`config.mk`:
```
export PLATFORM = sky130hd
export DESIGN_NAME = alu_exec_unit
export DESIGN_NICKNAME = d
export VERILOG_FILES = /design/src/rtl/alu_pkg.sv /design/src/rtl/alu_logic_core.sv /design/src/rtl/alu_exec_unit.sv
export SDC_FILE = /design/constraint.sdc
export NUM_CORES = 1
export LEC_CHECK = 0
export CELL_PAD_IN_SITES_DETAIL_PLACEMENT = 2
export CELL_PAD_IN_SITES_GLOBAL_PLACEMENT = 2
export CORE_UTILIZATION = 30
export DETAILED_ROUTE_END_ITERATION = 10
export GPL_ROUTABILITY_DRIVEN = 0
export PLACE_DENSITY_LB_ADDON = 0.1
export SYNTH_ARGS = -nofsm -noshare
export SYNTH_HDL_FRONTEND = slang
export SYNTH_SLANG_ARGS = --single-unit
```
`constraint.sdc`:
```
create_clock -name clk -period 2.9 [get_ports clk]
set_input_delay 0.29 -clock clk [delete_from_list [all_inputs] [get_ports clk]]
set_output_delay 0.29 -clock clk [all_outputs]
set_load 0.03 [all_outputs]
```
`src/rtl/alu_pkg.sv`:
```
// Shared definitions for the execute-stage ALU: op codes, FSM states, widths.
package alu_pkg;

  localparam int unsigned WIDTH   = 16;
  localparam int unsigned SHAMT_W = 4;

  localparam logic [3:0] ALU_AND  = 4'b0000;
  localparam logic [3:0] ALU_SLT  = 4'b0001;
  localparam logic [3:0] ALU_OR   = 4'b0010;
  localparam logic [3:0] ALU_XOR  = 4'b0011;
  localparam logic [3:0] ALU_ADD  = 4'b0100;
  localparam logic [3:0] ALU_SLL  = 4'b0110;
  localparam logic [3:0] ALU_SRA  = 4'b0111;
  localparam logic [3:0] ALU_SUB  = 4'b1100;
  localparam logic [3:0] ALU_SUBI = 4'b1101;

  typedef enum logic [1:0] {
    ST_IDLE  = 2'd0,
    ST_SHIFT = 2'd1,
    ST_DONE  = 2'd2
  } state_t;

  function automatic logic is_shift(input logic [3:0] op);
    return (op == ALU_SLL) || (op == ALU_SRA);
  endfunction

endpackage

```
`src/rtl/alu_logic_core.sv`:
```
// Combinational single-cycle ALU ops with zero/overflow/illegal flags.
// Shift codes pass src_a through so a zero-amount shift completes here.
module alu_logic_core #(
  parameter int unsigned WIDTH = alu_pkg::WIDTH
) (
  input  logic [3:0]       op_code,
  input  logic [WIDTH-1:0] a,
  input  logic [WIDTH-1:0] b,
  output logic [WIDTH-1:0] result,
  output logic             zero,
  output logic             ovf,
  output logic             illegal
);
  import alu_pkg::*;

  logic [WIDTH-1:0] sum;
  logic [WIDTH-1:0] diff;
  logic [WIDTH:0]   slt_diff;

  assign sum      = a + b;
  assign diff     = a - b;
  // Sign-extended difference gives a signed compare immune to overflow.
  assign slt_diff = {a[WIDTH-1], a} - {b[WIDTH-1], b};

  always_comb begin
    result  = '0;
    ovf     = 1'b0;
    illegal = 1'b0;
    case (op_code)
      ALU_AND: result = a & b;
      ALU_OR:  result = a | b;
      ALU_XOR: result = a ^ b;
      ALU_ADD: begin
        result = sum;
        ovf    = (a[WIDTH-1] == b[WIDTH-1]) && (sum[WIDTH-1] != a[WIDTH-1]);
      end
      ALU_SUB, ALU_SUBI: begin
        result = diff;
        ovf    = (a[WIDTH-1] != b[WIDTH-1]) && (diff[WIDTH-1] != a[WIDTH-1]);
      end
      ALU_SLT: result = WIDTH'(slt_diff[WIDTH]);
      ALU_SLL, ALU_SRA: result = a;
      default: illegal = 1'b1;
    endcase
    zero = (result == '0);
  end

endmodule

```
`src/rtl/alu_exec_unit.sv`:
```
// Execute-stage ALU: handshake FSM around a one-cycle logic core and an
// iterative one-bit-per-cycle shifter.
module alu_exec_unit #(
  parameter int unsigned WIDTH   = alu_pkg::WIDTH,
  parameter int unsigned SHAMT_W = alu_pkg::SHAMT_W
) (
  input  logic             clk,
  input  logic             reset,
  input  logic             op_valid,
  output logic             op_ready,
  input  logic [3:0]       op_code,
  input  logic [WIDTH-1:0] src_a,
  input  logic [WIDTH-1:0] src_b,
  output logic             res_valid,
  input  logic             res_ready,
  output logic [WIDTH-1:0] result,
  output logic             zero,
  output logic             ovf,
  output logic             illegal
);
  import alu_pkg::*;

  state_t             state;
  logic [WIDTH-1:0]   shreg;
  logic [SHAMT_W-1:0] cnt;
  logic               shift_left;

  logic [WIDTH-1:0]   core_result;
  logic               core_zero;
  logic               core_ovf;
  logic               core_illegal;
  logic [WIDTH-1:0]   shift_next;
  logic [SHAMT_W-1:0] shamt;

  alu_logic_core #(.WIDTH(WIDTH)) u_core (
    .op_code (op_code),
    .a       (src_a),
    .b       (src_b),
    .result  (core_result),
    .zero    (core_zero),
    .ovf     (core_ovf),
    .illegal (core_illegal)
  );

  assign shamt      = src_b[SHAMT_W-1:0];
  assign shift_next = shift_left ? {shreg[WIDTH-2:0], 1'b0}
                                 : {shreg[WIDTH-1], shreg[WIDTH-1:1]};

  always_ff @(posedge clk) begin
    if (reset) begin
      state      <= ST_IDLE;
      op_ready   <= 1'b1;
      res_valid  <= 1'b0;
      result     <= '0;
      zero       <= 1'b0;
      ovf        <= 1'b0;
      illegal    <= 1'b0;
      shreg      <= '0;
      cnt        <= '0;
      shift_left <= 1'b0;
    end else begin
      case (state)
        ST_IDLE: begin
          if (op_valid && op_ready) begin
            op_ready <= 1'b0;
            if (is_shift(op_code) && (shamt != '0)) begin
              shreg      <= src_a;
              cnt        <= shamt;
              shift_left <= (op_code == ALU_SLL);
              state      <= ST_SHIFT;
            end else begin
              result    <= core_result;
              zero      <= core_zero;
              ovf       <= core_ovf;
              illegal   <= core_illegal;
              res_valid <= 1'b1;
              state     <= ST_DONE;
            end
          end
        end
        ST_SHIFT: begin
          shreg <= shift_next;
          cnt   <= cnt - SHAMT_W'(1);
          // Last step: publish the shifted value directly.
          if (cnt == SHAMT_W'(1)) begin
            result    <= shift_next;
            zero      <= (shift_next == '0);
            ovf       <= 1'b0;
            illegal   <= 1'b0;
            res_valid <= 1'b1;
            state     <= ST_DONE;
          end
        end
        ST_DONE: begin
          if (res_ready) begin
            res_valid <= 1'b0;
            op_ready  <= 1'b1;
            state     <= ST_IDLE;
          end
        end
        default: begin
          state    <= ST_IDLE;
          op_ready <= 1'b1;
        end
      endcase
    end
  end

endmodule

```
==> out/results.ini <==
[timing]
hold_ws_ps = 462
finalClockSkew_ps = 9.64
maxSlewViolCount = 0
worst_slew_pin_slew_ps = 792
hold_viol = 0
finalSetupViolCount = 1
fin_crit_ps = 2910
worst_slack_ps = -6.32
clock.fmax_ghz = 0.344
maxSlewHeadroom = 0.468
finalCritPeriodShare = 1.00
rsz0062_at_grt = yes

[finish]
final_nets = 1024
fillerInstances = 1844
area_growth_pct = 56.0
drive_gt1_frac = 0.338
stdcell_count = 1147
final_area_um2 = 8020

[die]
initial_core_util = 0.309
dieArea_um2 = 17700
pin_count = 61
die_y_um = 133
rows = 47
core_um2 = 16600
die_w_um = 133

[setup_path]
cp.arrival_ps = 3140
worstPathMaxFanout = 4
required_ps = 3140
critPathLaunchType = input pin
max_stage_delay_ps = 550
criticalPathCategory = input pin to register
cp-end-kind = register
worst_path_max_delay_cell = or4_4
path_cells = buf_6 > inv_1 > ha_1 > inv_1 > fa_2 > nor2b_2 > buf_4 > o21ai_2 > buf_4 > a211o_1 > a211oi_2 > o21ai_1 > or4_4 > nor3_4 > a41o_1

[synthesis]
yosysMostFrequentCell = a21oi_1
syn-cell-area_um2 = 5140
synth_top_family_by_area = compound AO/OA/AOI/OAI gates
synth_top_area_share = 0.171
synth_xor_area_frac = 0.00170
synth_ff_type = dfxtp_1
synth_common_cells = 77 x a21oi_1, 72 x nor2_1, 60 x nand2_1, 57 x ha_1, 53 x inv_1
synth_cells = 707
synth-adder-area-share = 0.146
yosysUniqueCellTypes = 81
synth-seq-cells = 44
synth_compound_area_frac = 0.346
synthSimpleGateAreaFrac = 0.227
synth_mux_area_frac = 0.0277
synth_area_leaders = dfxtp_1 17%, ha_1 14%, a21oi_1 7.5%, nor2_1 5.3%, nand2_1 4.4%
yosys_warnings = 0
yosys.area.top_type = dfxtp_1
syn-num-nets = 806
synthArstFlopShare = 0
ys_seq_area_frac = 0.171
syn-mean-instance-area_um2 = 7.27
synth_edf_count = 0

[placement]
hpwl_um = 20000
dp.cells = 1121
place_area_um2 = 7200
place_ws_ps = -768
io_buffers = 60

[power]
irDropWorstVdd_uv = 220
p_leak_uw = 0.00342
totalPowerFinal_uw = 2620
power.density_nw_per_um2 = 327

[clock_tree]
root_buffer = clkbuf_16
hold_buffers = 0
clock_sinks = 44
clkSlewWorstSetupHoldPaths_ps = 60
cts_tree = done
cts_buffers = 5
cts_buffer_depth = 2
htree_levels = 2
clkLatencyLatePin_ps = 290

[grt]
grt_max_degree = 47
grt_pass1_wl_um = 41500
grt-ovfl-total = 0
grt_antenna_before_repair = 1
grt_pass1_vias = 7319
grt_usage = 0.300

[drt]
avgViaCountPerCell = 5.98
num_vias = 6860
wl_um = 29800
drcViolationCount = 0
first_pass_iters = 4
drt-initial-drc-count = 444
wl_per_cell_um = 26.0
antenna_left = 0

[hold_path]
worstHoldPathType = register to register

[outcome]
status = finished with violations
violations = negative setup slack

[flow_run]
maxCapViolCount = 0

## through the flow
stage / util / TNS (ps)
after CTS: 0.463 / -97.0
final: 0.482 / -6.32
after global routing: 0.482 / -158
after detailed placement: 0.432 / -7550
after floorplan: - / 0
after global placement: 0.432 / -6410
## sequential cells by signal, summed over array words and instances (netlist names)
| register | flops |
|---|---|
| cnt | 4 |
| illegal | 1 |
| op_ready | 1 |
| ovf | 1 |
| res_valid | 1 |
| result | 16 |
| shift_left | 1 |
| shreg | 16 |
| state | 2 |
| zero | 1 |
## cell families (layout without fill, tap and decap cells)
logic type                 count (synthesis)  in the layout
and+or+nand+nor                          233            233
muxes                                     14             14
other                                      0              1
xor gates and xnor gates                   1              1
AOI/OAI and AO/OA                        258            258
adders and majority gates                 59             59
buffers and inverters                     98            317
DFF                                       44             44
## cell usage in the layout, fill, tap and decap left out, types with 5 or more instances in the layout
cell type	Yosys	layout
buf_6	3	9
a211oi_2	1	5
a21oi_1	77	72
a31oi_1	7	6
ha_4	0	10
a211o_1	7	7
o211ai_1	26	26
a21o_1	8	8
clkbuf_16	0	5
a21oi_2	1	6
o21ai_0	29	22
buf_4	2	185
inv_2	0	16
inv_1	53	37
nor3_1	16	14
dlygate4sd2_1	0	8
a22oi_1	8	6
dlymetal6s2s_1	0	13
nor2_1	72	67
dfxtp_1	44	44
ha_1	57	44
nand2_1	60	60
a211oi_1	18	13
nor4_1	8	6
nand3_1	15	15
clkdlybuf4s50_1	0	35
o21ai_2	1	7
a221oi_1	9	5
nand2b_1	9	7
mux2i_1	12	12
o21ai_1	8	9
## layer usage
layer  up-vias  GRT usage  wire, um
met3        74     0.0295      1280
met5         -          0         0
met2       235      0.550     15200
met4         0     0.0773      1100
met1      3511      0.370     12200
li1       3040          -         -
## where the power goes
part           switching (uW)  internal [uW]  leakage (uW)  total, uW
clock                     255            345     0.0000712        600
sequential               31.2            636      0.000358        667
combinational             759            594       0.00299       1350
## area by class of cell
| class | instances | area (um2) | share of cell area |
|---|---|---|---|
| multi-input cells | 565 | 4360 | 0.543 |
| diodes | 1 | 2.50 | 0.000312 |
| clock buffers | 8 | 146 | 0.0182 |
| well taps | 220 | 275 | 0.0343 |
| flip-flops and latches | 44 | 881 | 0.110 |
| repair buffers | 256 | 2160 | 0.269 |
| inverters | 53 | 199 | 0.0248 |
## worst paths after layout
path	start	to	slack (ps)	depth (start not counted)
hold / removal	result[8]	result[8]	460	2
setup / recovery	src_a[0]	zero	-6	15
setup reg to reg	cnt[0]	zero	260	8
hold reg to reg	result[8]	result[8]	460	2
## critical path, delay by kind of cell
kind / cells / cell delay (ps)
AND/OR/NAND/NOR: 3 / 910
adder cells (fa/ha/maj): 2 / 440
buffers and inverters: 5 / 520
AO/OA/AOI/OAI: 5 / 960
## what timing repair did
action	CTS	global route
pin swaps	22	34
setup endpoints to repair	14	12
setup buffers	7	10
gates resized for setup	98	68
Power figures use the tool's default switching activity.
